File: config.mk
export PLATFORM = sky130hd
export DESIGN_NAME = spi_move_tx
export DESIGN_NICKNAME = d
export VERILOG_FILES = /design/src/rtl/connect4_pkg.sv /design/src/rtl/spi_clk_div.sv /design/src/rtl/spi_move_tx.sv
export SDC_FILE = /design/constraint.sdc
export NUM_CORES = 1
export LEC_CHECK = 0
export CORE_UTILIZATION = 52
export DETAILED_ROUTE_END_ITERATION = 6
export GPL_TIMING_DRIVEN = 0
export MAX_ROUTING_LAYER = met4
export PLACE_DENSITY = 0.75
export SLEW_MARGIN = 20
export SYNTH_ARGS = -nofsm -noshare
export SYNTH_HDL_FRONTEND = slang
export SYNTH_SLANG_ARGS = --single-unit
File: constraint.sdc
create_clock -name clk -period 2.5 [get_ports clk]
set_clock_uncertainty 0.1 [all_clocks]
set_input_delay 0.625 -clock clk [delete_from_list [all_inputs] [get_ports clk]]
set_output_delay 0.625 -clock clk [all_outputs]
set_load 0.1 [all_outputs]
File: src/rtl/connect4_pkg.sv
// connect4_pkg
//   Shared types and constants for the Connect-4 board controller link to the
//   Arduino opponent.
//   - spi_tx_state_t : state encoding of the outbound SPI move transmitter
//   - frame_state_t  : game-state codes carried in the FRM_STATE field
//   - FRM_*          : bit positions of the fields inside one 8-bit frame
//   - SPI_CLK_DIV_DEFAULT : system clocks per sck half-period (50 MHz -> 1 MHz)
//   - build_frame()  : packs the frame fields into one byte
package connect4_pkg;

  typedef enum logic [2:0] {
    ST_IDLE     = 3'd0,
    ST_SETUP    = 3'd1,
    ST_SHIFT    = 3'd2,
    ST_HOLD     = 3'd3,
    ST_WAIT_ACK = 3'd4
  } spi_tx_state_t;

  typedef enum logic [1:0] {
    FS_PLAY   = 2'b00,
    FS_P1_WIN = 2'b01,
    FS_P2_WIN = 2'b10,
    FS_DRAW   = 2'b11
  } frame_state_t;

  localparam int FRM_W        = 8;
  localparam int FRM_STATE_HI = 7;
  localparam int FRM_STATE_LO = 6;
  localparam int FRM_PLAYER   = 5;
  localparam int FRM_COL_HI   = 4;
  localparam int FRM_COL_LO   = 2;
  localparam int FRM_SEQ_HI   = 1;
  localparam int FRM_SEQ_LO   = 0;

  localparam int SPI_CLK_DIV_DEFAULT = 25;

  function automatic logic [FRM_W-1:0] build_frame(
    input frame_state_t st,
    input logic         player,
    input logic [2:0]   col,
    input logic [1:0]   seq
  );
    logic [FRM_W-1:0] f;
    f = '0;
    f[FRM_STATE_HI:FRM_STATE_LO] = st;
    f[FRM_PLAYER]                = player;
    f[FRM_COL_HI:FRM_COL_LO]     = col;
    f[FRM_SEQ_HI:FRM_SEQ_LO]     = seq;
    return f;
  endfunction

endpackage

File: src/rtl/spi_clk_div.sv
// spi_clk_div
//   Half-period tick generator for the SPI transmitter. The counter runs
//   0..CLK_DIV-1 while en=1 and is forced to 0 by clr (clr wins over en).
//   Ports:
//     clk, rst : system clock, asynchronous active-low reset
//     en       : count enable (transmitter outside IDLE)
//     clr      : synchronous clear (state change in the transmitter)
//     tick     : high while enabled and the counter sits at CLK_DIV-1
module spi_clk_div #(
  parameter int CLK_DIV = 25
) (
  input  logic clk,
  input  logic rst,
  input  logic en,
  input  logic clr,
  output logic tick
);

  localparam int CW = (CLK_DIV > 1) ? $clog2(CLK_DIV) : 1;
  localparam logic [CW-1:0] LAST = CW'(CLK_DIV - 1);

  logic [CW-1:0] cnt_q, cnt_d;

  always_comb begin
    cnt_d = cnt_q;
    if (clr) begin
      cnt_d = '0;
    end else if (en) begin
      cnt_d = (cnt_q == LAST) ? '0 : cnt_q + CW'(1);
    end
  end

  always_ff @(posedge clk or negedge rst) begin
    if (!rst) begin
      cnt_q <= '0;
    end else begin
      cnt_q <= cnt_d;
    end
  end

  // tick deliberately ignores clr: clr is derived from the next state, which
  // itself depends on tick.
  assign tick = en && (cnt_q == LAST);

endmodule

File: src/rtl/spi_move_tx.sv
// spi_move_tx
//   SPI mode-0 master that sends one DATA_W-bit frame (MSB first) from the
//   board controller to the Arduino opponent.
//   Optional feature macro: SPI_TX_ACK_EN (wait for an ack edge after each
//   frame, resend on timeout, report err when retries run out).
//   Ports:
//     clk, rst   : system clock, asynchronous active-low reset
//     start,data : request and frame; sampled only while ready=1
//     ready/busy : idle-and-accepting / transaction in progress
//     done, err  : one-cycle end-of-transaction pulse, err valid with done
//     ack        : asynchronous acknowledge from the Arduino
//     sck,ss,mosi: SPI clock (CPOL=0), active-low select, serial data
//     dbg_state  : current FSM state (spi_tx_state_t encoding)
//   Handshake: a request is taken in any cycle where start=1 and ready=1;
//   ready is high in the done cycle, so a frame can follow back to back.
//   Timing: SETUP (1 half-period) + SHIFT (2*DATA_W half-periods) + HOLD
//   (1 half-period), done rising (2*DATA_W+2)*CLK_DIV clocks after the
//   acceptance edge.
module spi_move_tx
  import connect4_pkg::*;
#(
  parameter int CLK_DIV     = SPI_CLK_DIV_DEFAULT,
  parameter int DATA_W      = 8,
  parameter int ACK_TIMEOUT = 50000,
  parameter int MAX_RETRY   = 3
) (
  input  logic              clk,
  input  logic              rst,
  input  logic              start,
  input  logic [DATA_W-1:0] data,
  output logic              ready,
  output logic              busy,
  output logic              done,
  output logic              err,
  input  logic              ack,
  output logic              sck,
  output logic              ss,
  output logic              mosi,
  output logic [2:0]        dbg_state
);

  localparam int BCW = $clog2(DATA_W + 1);
  localparam logic [BCW-1:0] BIT_LAST = BCW'(DATA_W);

  spi_tx_state_t     state_q, state_d;
  logic [DATA_W-1:0] sh_q, sh_d;
  logic [BCW-1:0]    bit_cnt_q, bit_cnt_d;
  logic              sck_q, sck_d;
  logic              ss_q, ss_d;
  logic              done_q, done_d;
  logic              tick;

`ifdef SPI_TX_ACK_EN
  localparam int WCW = (ACK_TIMEOUT > 1) ? $clog2(ACK_TIMEOUT) : 1;
  localparam logic [WCW-1:0] WAIT_LAST = WCW'(ACK_TIMEOUT - 1);
  localparam int RCW = (MAX_RETRY > 0) ? $clog2(MAX_RETRY + 1) : 1;
  localparam logic [RCW-1:0] RETRY_MAX = RCW'(MAX_RETRY);

  logic [DATA_W-1:0] frame_q, frame_d;
  logic [WCW-1:0]    wait_cnt_q, wait_cnt_d;
  logic [RCW-1:0]    retry_q, retry_d;
  logic              err_q, err_d;
  logic              ack_s1_q, ack_s2_q, ack_s3_q;
  logic              ack_rise, ack_timeout;

  // s1/s2 synchronise, s3 remembers the previous synchronised level.
  assign ack_rise    = ack_s2_q & ~ack_s3_q;
  assign ack_timeout = (wait_cnt_q == WAIT_LAST);
`else
  logic        unused_ack;
  logic [31:0] unused_params;
  assign unused_ack    = ack;
  assign unused_params = ACK_TIMEOUT ^ MAX_RETRY;
`endif

  spi_clk_div #(.CLK_DIV(CLK_DIV)) u_clk_div (
    .clk  (clk),
    .rst  (rst),
    .en   (state_q != ST_IDLE),
    .clr  (state_d != state_q),
    .tick (tick)
  );

  // State register
  always_ff @(posedge clk or negedge rst) begin
    if (!rst) begin
      state_q <= ST_IDLE;
    end else begin
      state_q <= state_d;
    end
  end

  // Next-state logic
  always_comb begin
    state_d = state_q;
    case (state_q)
      ST_IDLE:  if (start) state_d = ST_SETUP;
      ST_SETUP: if (tick) state_d = ST_SHIFT;
      // Leave SHIFT at the end of the low half-period that follows the last
      // falling edge, instead of producing another rising edge.
      ST_SHIFT: if (tick && !sck_q && (bit_cnt_q == BIT_LAST)) state_d = ST_HOLD;
`ifdef SPI_TX_ACK_EN
      ST_HOLD:  if (tick) state_d = ST_WAIT_ACK;
      ST_WAIT_ACK: begin
        if (ack_rise) begin
          state_d = ST_IDLE;
        end else if (ack_timeout) begin
          state_d = (retry_q == RETRY_MAX) ? ST_IDLE : ST_SETUP;
        end
      end
`else
      ST_HOLD:  if (tick) state_d = ST_IDLE;
`endif
      default:  state_d = ST_IDLE;
    endcase
  end

  // Output / datapath logic
  always_comb begin
    sh_d      = sh_q;
    bit_cnt_d = bit_cnt_q;
    sck_d     = sck_q;
    ss_d      = ss_q;
    done_d    = 1'b0;
`ifdef SPI_TX_ACK_EN
    frame_d    = frame_q;
    wait_cnt_d = '0;
    retry_d    = retry_q;
    err_d      = 1'b0;
`endif
    case (state_q)
      ST_IDLE: begin
        if (start) begin
          sh_d      = data;
          bit_cnt_d = '0;
          sck_d     = 1'b0;
          ss_d      = 1'b0;
`ifdef SPI_TX_ACK_EN
          frame_d = data;
          retry_d = '0;
`endif
        end
      end
      ST_SETUP: begin
        if (tick) begin
          sck_d     = 1'b1;
          bit_cnt_d = bit_cnt_q + BCW'(1);
        end
      end
      ST_SHIFT: begin
        if (tick) begin
          if (sck_q) begin
            // Falling edge: next bit onto mosi. Zeros shift in, so mosi is
            // already 0 after the last bit.
            sck_d = 1'b0;
            sh_d  = {sh_q[DATA_W-2:0], 1'b0};
          end else if (bit_cnt_q != BIT_LAST) begin
            sck_d     = 1'b1;
            bit_cnt_d = bit_cnt_q + BCW'(1);
          end
        end
      end
      ST_HOLD: begin
        if (tick) begin
          ss_d = 1'b1;
`ifndef SPI_TX_ACK_EN
          done_d = 1'b1;
`endif
        end
      end
`ifdef SPI_TX_ACK_EN
      ST_WAIT_ACK: begin
        wait_cnt_d = wait_cnt_q + WCW'(1);
        if (ack_rise) begin
          done_d = 1'b1;
        end else if (ack_timeout) begin
          if (retry_q == RETRY_MAX) begin
            done_d = 1'b1;
            err_d  = 1'b1;
          end else begin
            retry_d   = retry_q + RCW'(1);
            sh_d      = frame_q;
            bit_cnt_d = '0;
            ss_d      = 1'b0;
          end
        end
      end
`endif
      default: begin
        sh_d  = '0;
        sck_d = 1'b0;
        ss_d  = 1'b1;
      end
    endcase
  end

  always_ff @(posedge clk or negedge rst) begin
    if (!rst) begin
      sh_q      <= '0;
      bit_cnt_q <= '0;
      sck_q     <= 1'b0;
      ss_q      <= 1'b1;
      done_q    <= 1'b0;
    end else begin
      sh_q      <= sh_d;
      bit_cnt_q <= bit_cnt_d;
      sck_q     <= sck_d;
      ss_q      <= ss_d;
      done_q    <= done_d;
    end
  end

`ifdef SPI_TX_ACK_EN
  always_ff @(posedge clk or negedge rst) begin
    if (!rst) begin
      frame_q    <= '0;
      wait_cnt_q <= '0;
      retry_q    <= '0;
      err_q      <= 1'b0;
      ack_s1_q   <= 1'b0;
      ack_s2_q   <= 1'b0;
      ack_s3_q   <= 1'b0;
    end else begin
      frame_q    <= frame_d;
      wait_cnt_q <= wait_cnt_d;
      retry_q    <= retry_d;
      err_q      <= err_d;
      ack_s1_q   <= ack;
      ack_s2_q   <= ack_s1_q;
      ack_s3_q   <= ack_s2_q;
    end
  end
  assign err = err_q;
`else
  assign err = 1'b0;
`endif

  assign ready     = (state_q == ST_IDLE);
  assign busy      = ~ready;
  assign done      = done_q;
  assign sck       = sck_q;
  assign ss        = ss_q;
  assign mosi      = sh_q[DATA_W-1];
  assign dbg_state = state_q;

endmodule

Word level (Yosys, flattened, before mapping):

Cells that the tools add are included.

* add/sub/neg operators: 2
* equal/unequal tests: 14
* multiplexer cells: 27
* bitwise logic cells: 4
* reductions and logical operators: 14

Operator list (count)
* 8-bit two-way mux: 3
* 8-bit one-hot mux with 3 select lines: 1
* 4-bit two-way mux: 5
* 5-bit two-way mux: 3
* 2-bit != test (second input constant): 7
* 3-bit two-way mux: 4
* 3-bit one-hot mux with 4 select lines: 1
* 4-bit one-hot mux with 3 select lines: 1
* 4-bit AND reduction: 2
* 1-bit two-way mux: 7
* 3-bit by 2-bit equality test with 1-bit output (second input constant): 2
* 6-bit AND reduction: 1
* 3-bit nonzero test: 2
* 5-bit by 1-bit adder with 5-bit output (second input constant): 1
* 5-bit equality test (second input constant): 1
* 4-bit by 1-bit adder with 4-bit output (second input constant): 1
* 4-bit equality test (second input constant): 1
* 4-bit != test (second input constant): 1
* 1-bit inverter: 4
* 1-bit one-hot mux with 4 select lines: 1
* 2-bit OR reduction: 2
* 3-bit by 1-bit equality test with 1-bit output (second input constant): 1
* 1-bit logical AND: 3
* 3-bit logical NOT: 1
* other kinds (5): 5

* register bits after elaboration: 23
* output and inout bits: 10

Depth between registers and ports, before layout:

Gate-level depths: netlist of the first run.

* word-level depth: 8
* mapped depth: 7

Hierarchy:

Synthesis of the first run repeated with hierarchy kept, for this count alone.

* cell total of the unflattened synthesis: 141
* area, all modules: 1383.8 sq um

Modules (own cells, without submodules)
* spi_move_tx: times used 1, cells each 109, area each 1096.1 sq um, seq. area each 451.7 sq um
* spi_clk_div: times used 1, cells each 32, area each 287.8 sq um, seq. area each 125.1 sq um

Worst setup path after synthesis of the first run:

OpenSTA, ideal clock, no wires.

* path kind: reg-to-output
* start point: reg state_q[1] (netlist: dbg_state[1])
* end point: out busy
* arrival: 2.445 ns
* required time: 1.775 ns
* setup slack: -0.670 ns
* stages on the path, launching flop included: 5
* path buffers: 2
* cells stage by stage: dfrtp_1 > buf_4 > nor3_1 > buf_2 > inv_1

* longest elaborated chain between the ends: 2

Ends and longest elaborated chain
* start, declared: line spi_move_tx.sv:45 `spi_tx_state_t state_q, state_d;`
* start signal, assigned: line spi_move_tx.sv:89 `state_q <= state_d;`
* 3-bit logical NOT: line spi_move_tx.sv:238 `assign ready = (state_q == ST_IDLE);`
* net ready: line spi_move_tx.sv:31 `output logic ready,`
* 1-bit inverter: line spi_move_tx.sv:239 `assign busy = ~ready;`
* end, declared: line spi_move_tx.sv:32 `output logic busy,`

The timed path passes the listed nets, and every way through them passes these cells.

Worst setup path in the final report of the first run:

* start point: reg state_q[1] (netlist: dbg_state[1])
* end point: out busy

* longest elaborated chain between the ends: 2

Ends and longest elaborated chain (line)
* 3-bit logical NOT: spi_move_tx.sv:238
* 1-bit inverter: spi_move_tx.sv:239

Every way passes these cells.

==> run_summary.xml, run 1 <==
<?xml version="1.0" encoding="UTF-8"?>
<metrics>
  <group name="sta">
    <metric name="max_slew.worst_pin.slew" unit="ns">0.963</metric>
    <metric name="setup_ws" unit="ns">0.0293</metric>
    <metric name="maxSlewHeadroom" unit="%">36.1</metric>
    <metric name="period_needed" unit="ns">2.47</metric>
    <metric name="final_clock_period_utilization_by_the_worst_path" unit="%">98.8</metric>
    <metric name="finalSetupTns" unit="ns">0</metric>
    <metric name="report.final.setup_viol" unit="">0</metric>
    <metric name="maxSlewViolCount" unit="">0</metric>
    <metric name="fmaxAchievable" unit="GHz">0.405</metric>
    <metric name="setup_repair_after_global_routing_missed_its_margin" unit="">true</metric>
    <metric name="timing_hold_violations_final" unit="">0</metric>
  </group>
  <group name="clock_tree">
    <metric name="clk_latency_worst_skew_pair" unit="ns">0.32</metric>
    <metric name="clockRootBuffer" unit="">sky130_fd_sc_hd__clkbuf_4</metric>
    <metric name="cts_made_buffers" unit="">3</metric>
    <metric name="ctsHoldBuffers" unit="">0</metric>
    <metric name="htreeDepth" unit="">1</metric>
    <metric name="path_clk_slew" unit="ns">0.13</metric>
    <metric name="cts_tree" unit="">built</metric>
    <metric name="clk_path_buf_depth" unit="">2</metric>
    <metric name="cts.sinks" unit="">23</metric>
  </group>
  <group name="placed_design">
    <metric name="dp_hpwl" unit="um">1920</metric>
    <metric name="postPlaceCellArea" unit="mm^2">0.00157</metric>
    <metric name="dp_slack" unit="ns">-0.430</metric>
    <metric name="io_buffer_count" unit="">19</metric>
    <metric name="gp_routability_congestion" unit="">0.812</metric>
  </group>
  <group name="synth">
    <metric name="edff_count_synth" unit="">0</metric>
    <metric name="synth.cell_area" unit="mm^2">0.00130</metric>
    <metric name="synth_top_cell_area_share" unit="%">42.2</metric>
    <metric name="post_syn_instances" unit="">124</metric>
    <metric name="synth.ff_latch_count" unit="">23</metric>
    <metric name="synth_flop_cell" unit="">sky130_fd_sc_hd__dfrtp_1</metric>
    <metric name="synthDistinctLibCells" unit="">41</metric>
    <metric name="proportion_of_register_bits_with_asynchronous_set_or_reset_after_synthesis" unit="%">100</metric>
    <metric name="ys.warnings.count" unit="">0</metric>
    <metric name="yosysSeqAreaShare" unit="%">44.2</metric>
    <metric name="post-synth-top-area-cell" unit="">sky130_fd_sc_hd__dfrtp_1</metric>
    <metric name="syn_avg_cell_area" unit="um^2">10.5</metric>
    <metric name="synth_area_leaders" unit="">sky130_fd_sc_hd__dfrtp_1 (42%), sky130_fd_sc_hd__mux2_2 (6.9%), sky130_fd_sc_hd__a22o_1 (5.4%), sky130_fd_sc_hd__ha_1 (3.8%), sky130_fd_sc_hd__o21ai_0 (3.1%)</metric>
  </group>
  <group name="floorplan">
    <metric name="floorplan.io_pins" unit="">22</metric>
    <metric name="num_rows" unit="">17</metric>
    <metric name="fp.dieArea" unit="mm^2">0.00271</metric>
    <metric name="die_h" unit="um">52.1</metric>
    <metric name="core_area" unit="mm^2">0.00230</metric>
    <metric name="initial_core_util" unit="%">56.8</metric>
    <metric name="dieWidth" unit="um">52.1</metric>
  </group>
  <group name="power_and_ir_drop">
    <metric name="power.leakage" unit="nW">0.747</metric>
    <metric name="peakVddDrop" unit="mV">0.417</metric>
    <metric name="design_power_total" unit="mW">0.860</metric>
    <metric name="power_density" unit="mW/mm^2">540</metric>
  </group>
  <group name="layout">
    <metric name="utilization" unit="%">69.3</metric>
    <metric name="drive_gt1_share" unit="%">22.1</metric>
    <metric name="most_common_cell_after_layout_fill_and_taps_aside" unit="">sky130_fd_sc_hd__dfrtp_1</metric>
    <metric name="fin_nets" unit="">166</metric>
    <metric name="fillerInstances" unit="">175</metric>
    <metric name="layout_overhead_on_the_synthesized_area" unit="%">22.1</metric>
    <metric name="number_of_antenna_diodes" unit="">0</metric>
    <metric name="multiInputGateArea" unit="um^2">672</metric>
    <metric name="design_area" unit="mm^2">0.00159</metric>
    <metric name="area.sequential" unit="um^2">586</metric>
    <metric name="layout_common_cells" unit="">sky130_fd_sc_hd__dfrtp_1 (19), sky130_fd_sc_hd__clkdlybuf4s50_1 (9)</metric>
  </group>
  <group name="outcome">
    <metric name="run_status" unit="">finished, final reports clean</metric>
  </group>
  <group name="setup_path">
    <metric name="worstPathCellList" unit="">buf_4, nor3_4, buf_8, clkinvlp_4, buf_6</metric>
    <metric name="worst-endpoint-required" unit="ns">1.77</metric>
    <metric name="timing.reg2reg.worst_path_depth" unit="">6</metric>
    <metric name="critical_path.n_buffers_inverters" unit="">4</metric>
    <metric name="critical_path.top_delay_family" unit="">buffers and inverters</metric>
    <metric name="timing.critical_path.to_type" unit="">output pin</metric>
    <metric name="critPathArrivalTime" unit="ns">1.75</metric>
    <metric name="reg_to_reg_slack_setup" unit="ns">0.48</metric>
    <metric name="rr_startpoint" unit="">u_clk_div.cnt_q[0]</metric>
    <metric name="cp-startpoint" unit="">dbg_state[1]</metric>
    <metric name="critical-path-max-stage-delay" unit="ns">0.53</metric>
    <metric name="worstReg2RegEnd" unit="">sh_q[3]</metric>
    <metric name="criticalPathCategory" unit="">reg2out</metric>
    <metric name="setup.worst_path.start_class" unit="">flop</metric>
    <metric name="critical_path.max_fanout" unit="">10</metric>
    <metric name="cpMaxStageDelayCell" unit="">sky130_fd_sc_hd__dfrtp_4</metric>
  </group>
  <group name="grt">
    <metric name="global_route.peak_usage_layer" unit="">met2</metric>
    <metric name="gr-usage-met2" unit="%">36.8</metric>
    <metric name="antenna_violations_before_repair" unit="">0</metric>
    <metric name="pin_count_of_the_biggest_net_entering_global_routing" unit="">24</metric>
    <metric name="grtUsageMet1" unit="%">26.3</metric>
    <metric name="globalRouteMet3Util" unit="%">3.51</metric>
    <metric name="grt_pass1_wl" unit="um">4210</metric>
    <metric name="grt_use_total" unit="%">22.1</metric>
    <metric name="via_count_of_the_first_global_routing_pass" unit="">963</metric>
    <metric name="overflow" unit="">0</metric>
  </group>
  <group name="drt">
    <metric name="wl_per_cell" unit="um">14.6</metric>
    <metric name="detailedRoute.firstPassIterationCount" unit="">4</metric>
    <metric name="vias_per_cell" unit="">5.83</metric>
    <metric name="dr_total_vias" unit="">1032</metric>
    <metric name="drt-total-wl" unit="um">2590</metric>
    <metric name="post_drt_antenna_nets" unit="">0</metric>
    <metric name="drt-initial-drc-count" unit="">18</metric>
    <metric name="drc_violations_left" unit="">0</metric>
  </group>
  <group name="worst_hold_path">
    <metric name="hp-class" unit="">in2async</metric>
  </group>
  <group name="flow_run">
    <metric name="drv_cap" unit="">0</metric>
  </group>
</metrics>
## state kept, by name, summed over array words and instances (netlist names)
register	count
bit_cnt_q	4
dbg_state	3
done	1
sck	1
sh_q	8
ss	1
u_clk_div.cnt_q	5
## worst reg2reg max path: cells and delay by family, from the launching register on
kind	cells	cell delay [ns]
AND/OR/NAND/NOR	2	0.63
flip-flops	1	0.45
multiplexers	1	0.39
adder cells (fa/ha/maj)	1	0.17
AO/OA/AOI/OAI	1	0.11
buffers and inverters	1	0.08
## through the flow
stage                     hold WS [ns]  std cells
after floorplan                  0.229        125
after global placement           0.390        172
after detailed placement         0.396        172
after CTS                        0.426        176
after global routing             0.179        177
final                            0.154        177
## how the worst max path moves through the flow
stage / endpoint / depth (start not counted) / slack [ns]
after CTS: busy / 5 / 0.03
final: busy / 5 / 0.03
after global placement: ready / 4 / -0.43
after detailed placement: ready / 4 / -0.43
after floorplan: busy / 4 / 0.01
after global routing: busy / 5 / -0.04
## synthesized netlist by cell type (all sizes together), types with 2 or more instances
master and number:
nand2 8, nand3 2, ha 4, o21ai 8
and3 2, or3b 2, inv 7, o21bai 2
nand2b 5, a21oi 5, clkbuf 2, buf 5
a22o 8, a21o 3, mux2 8, a221oi 2
or3 2, nor2 6, nor3b 3, mux2i 2
dfrtp 22
## timing repair
action | 4_1_cts | 5_1_grt
pin swaps | 0 | 1
setup endpoints to repair | 9 | 3
buffers inserted | 0 | 1
gates cloned | 0 | 0
gates resized for setup | 19 | 3
## layout make-up
cell class / count / area share (%)
Multi-Input combinational cell: 88 / 42.2
Sequential cell: 23 / 36.8
Timing Repair Buffer: 20 / 11.8
Buffer: 7 / 3.38
Tap cell: 28 / 2.20
Inverter: 7 / 1.89
Clock buffer: 3 / 1.42
Clock inverter: 1 / 0.314
## cells by family (layout without fill, tap and decap cells)
family          Yosys count  in the layout  share of synthesized area (%)
xor+xnor                  1              1                          0.672
compound gates           33             33                           19.4
simple gates             38             38                           17.8
other cells               1              2                          0.288
buf+inv                  14             38                           5.37
fa+ha+maj                 4              4                           3.84
flops                    23             23                           44.2
mux                      10             10                           8.45
## power breakdown
group / switching, mW / internal (mW) / total, mW
Sequential: 0.0217 / 0.407 / 0.428
Clock: 0.114 / 0.0599 / 0.174
Combinational: 0.166 / 0.0921 / 0.258
## layer usage
layer | vias up | share of wire [%] | routed length, um
met5 | - | 0 | 0
met4 | 0 | 1.7 | 44
met3 | 5 | 2.8 | 72
met2 | 19 | 50 | 1300
met1 | 512 | 45 | 1180
li1 | 496 | - | -
Note: power is estimated with default switching activity, not from simulation.
==> inputs of run 2 (changes only) <==
--- a/config.mk
+++ b/config.mk
@@ -10,7 +10,8 @@
 export GPL_TIMING_DRIVEN = 0
 export MAX_ROUTING_LAYER = met4
 export PLACE_DENSITY = 0.75
-export SLEW_MARGIN = 20
+export RECOVER_POWER = 100
+export SLEW_MARGIN = 25
 export SYNTH_ARGS = -nofsm -noshare
 export SYNTH_HDL_FRONTEND = slang
 export SYNTH_SLANG_ARGS = --single-unit
==> run 2 against run 1 <==
Setup slack improved by 0.011 ns. Wire length barely moved. Cell count did not move. Die area did not move. Via count fell by 1.2%. Clock power barely moved. Critical endpoint unchanged.
==> run_summary.xml, run 2 (synthesis gave the netlist of run 1 again) <==
<?xml version="1.0" encoding="UTF-8"?>
<metrics>
  <group name="power_and_ir_drop">
    <metric name="p_clk_share" unit="%">20.2</metric>
    <metric name="total_switching_power" unit="mW">0.300</metric>
    <metric name="cell_internal_pwr" unit="mW">0.554</metric>
    <metric name="peakVddDrop" unit="mV">0.417</metric>
    <metric name="power.leakage" unit="nW">0.717</metric>
    <metric name="comb_power_share" unit="%">29.6</metric>
    <metric name="power_density" unit="mW/mm^2">550</metric>
    <metric name="switching_share" unit="%">35.1</metric>
    <metric name="share_seq_of_total_power" unit="%">50.2</metric>
  </group>
  <group name="sta">
    <metric name="final_clock_period_utilization_by_the_worst_path" unit="%">98.4</metric>
    <metric name="report.final.setup_viol" unit="">0</metric>
    <metric name="maxSlewHeadroom" unit="%">18.6</metric>
    <metric name="maxSlewViolCount" unit="">0</metric>
    <metric name="holdWs" unit="ns">0.422</metric>
    <metric name="max_slew.worst_pin.slew" unit="ns">1.22</metric>
    <metric name="finalSetupTns" unit="ns">0</metric>
    <metric name="fmaxAchievable" unit="GHz">0.407</metric>
    <metric name="period_needed" unit="ns">2.46</metric>
    <metric name="timing_hold_violations_final" unit="">0</metric>
    <metric name="setup_ws" unit="ns">0.0404</metric>
    <metric name="setup_repair_after_global_routing_missed_its_margin" unit="">true</metric>
  </group>
  <group name="layout">
    <metric name="drive_gt1_share" unit="%">19.5</metric>
    <metric name="reg.largest.list" unit="">sh_q (8), u_clk_div.cnt_q (5), bit_cnt_q (4)</metric>
    <metric name="most_common_cell_after_layout_fill_and_taps_aside" unit="">sky130_fd_sc_hd__dfrtp_1</metric>
    <metric name="design_area" unit="mm^2">0.00155</metric>
    <metric name="fin_nets" unit="">166</metric>
    <metric name="fillerInstances" unit="">183</metric>
    <metric name="multiInputGateArea" unit="um^2">659</metric>
    <metric name="max_reg_flops" unit="">8</metric>
    <metric name="area.sequential" unit="um^2">586</metric>
    <metric name="largest_reg_by_ff_count" unit="">sh_q</metric>
    <metric name="layout_overhead_on_the_synthesized_area" unit="%">19.1</metric>
    <metric name="number_of_antenna_diodes" unit="">0</metric>
  </group>
  <group name="worst_hold_path">
    <metric name="hp-class" unit="">in2async</metric>
  </group>
  <group name="floorplan">
    <metric name="floorplan.io_pins" unit="">22</metric>
    <metric name="initial_core_util" unit="%">56.8</metric>
    <metric name="fp.dieArea" unit="mm^2">0.00271</metric>
    <metric name="core_area" unit="mm^2">0.00230</metric>
    <metric name="die_h" unit="um">52.1</metric>
    <metric name="dieWidth" unit="um">52.1</metric>
    <metric name="num_rows" unit="">17</metric>
  </group>
  <group name="drt">
    <metric name="wl_per_cell" unit="um">14.6</metric>
    <metric name="drt-total-wl" unit="um">2590</metric>
    <metric name="vias_per_cell" unit="">5.76</metric>
    <metric name="dr_total_vias" unit="">1020</metric>
    <metric name="drc_violations_left" unit="">0</metric>
    <metric name="detailedRoute.firstPassIterationCount" unit="">4</metric>
    <metric name="drt-initial-drc-count" unit="">31</metric>
    <metric name="post_drt_antenna_nets" unit="">0</metric>
  </group>
  <group name="outcome">
    <metric name="run_status" unit="">finished, final reports clean</metric>
  </group>
  <group name="setup_path">
    <metric name="setup.worst_path.start_class" unit="">flop</metric>
    <metric name="criticalPathCategory" unit="">reg2out</metric>
    <metric name="critPathArrivalTime" unit="ns">1.73</metric>
    <metric name="timing.critical_path.to_type" unit="">output pin</metric>
    <metric name="critical_path.top_delay_family" unit="">buffers and inverters</metric>
    <metric name="critical_path.max_fanout" unit="">10</metric>
    <metric name="reg_to_reg_slack_setup" unit="ns">0.21</metric>
    <metric name="critical_path.n_buffers_inverters" unit="">4</metric>
    <metric name="worst-endpoint-required" unit="ns">1.77</metric>
    <metric name="critical-path-max-stage-delay" unit="ns">0.53</metric>
    <metric name="worstPathCellList" unit="">buf_4, nor3_4, buf_8, clkinvlp_4, buf_6</metric>
    <metric name="cpMaxStageDelayCell" unit="">sky130_fd_sc_hd__dfrtp_4</metric>
  </group>
  <group name="clock_tree">
    <metric name="cts_made_buffers" unit="">3</metric>
    <metric name="htreeDepth" unit="">1</metric>
    <metric name="ctsHoldBuffers" unit="">0</metric>
    <metric name="clockRootBuffer" unit="">sky130_fd_sc_hd__clkbuf_4</metric>
    <metric name="clk_path_buf_depth" unit="">2</metric>
    <metric name="cts.sinks" unit="">23</metric>
    <metric name="cts_tree" unit="">built</metric>
    <metric name="clk_latency_worst_skew_pair" unit="ns">0.32</metric>
    <metric name="path_clk_slew" unit="ns">0.12</metric>
  </group>
  <group name="placed_design">
    <metric name="io_buffer_count" unit="">19</metric>
    <metric name="postPlaceCellArea" unit="mm^2">0.00157</metric>
    <metric name="dp_slack" unit="ns">-0.430</metric>
    <metric name="gp_routability_congestion" unit="">0.812</metric>
    <metric name="dp_hpwl" unit="um">1920</metric>
  </group>
  <group name="grt">
    <metric name="antenna_violations_before_repair" unit="">0</metric>
    <metric name="overflow" unit="">0</metric>
    <metric name="grt_use_total" unit="%">22.1</metric>
    <metric name="pin_count_of_the_biggest_net_entering_global_routing" unit="">24</metric>
    <metric name="via_count_of_the_first_global_routing_pass" unit="">963</metric>
    <metric name="grt_pass1_wl" unit="um">4210</metric>
  </group>
  <group name="flow_run">
    <metric name="drv_cap" unit="">0</metric>
  </group>
</metrics>
## run 2: changes by cell type in the layout (fill, tap and decap cells not counted), sizes merged
cell | previous run | this run
buf | 9 | 8
clkbuf | 5 | 11
clkdlybuf4s50 | 9 | 8
dlygate4sd2 | 6 | 1
dlygate4sd3 | 0 | 1
## run 2: worst paths after layout
check	from	endpoint	cells past startpoint
max	dbg_state[1]	busy	5
min	rst	u_clk_div.cnt_q[3]	1
max reg2reg	u_clk_div.cnt_q[0]	sh_q[3]	6
min reg2reg	sh_q[6]	sh_q[6]	1
max in group asynchronous	rst	dbg_state[1]	1
min in group clk	sh_q[6]	sh_q[6]	1
## run 2: power groups by stage
stage	registers, mW	logic [mW]	clock network [mW]
after floorplan	0.486	0.141	0
after global placement	0.434	0.256	0
after detailed placement	0.436	0.262	0
after CTS	0.429	0.256	0.180
after global routing	0.434	0.272	0.201
final	0.428	0.253	0.173
## run 2: area by class of cell
type	count	share of cell area, %
multi-input cells	88	42.5
flip-flops and latches	23	37.7
repair buffers	20	10.4
plain buffers	7	3.46
well taps	28	2.26
inverters	7	1.93
clock buffers	3	1.45
clock inverters	1	0.322
## run 2: routing by layer
metal  routed length, um  track usage, %  share of wire, %  vias up
li1                    -               -                 -      497
met1                1170            26.3                45      501
met2                1290            36.8                50       17
met3                  78            3.51               3.0        5
met4                  44            9.46               1.7        0
met5                   0               -                 0        -
## run 2: stage by stage
stage                     util (%)  power (mW)  instances
after detailed placement      68.2       0.698        172
final                         67.6       0.854        177
after floorplan                  -       0.627        125
after global placement        68.2       0.690        172
after CTS                     68.8       0.864        176
after global routing          67.6       0.907        177
## run 2: repair_timing
action,4_1_cts,5_1_grt
pin swaps,0,1
buffers inserted,0,1
resized for setup,19,3
endpoints found under the setup margin,9,3
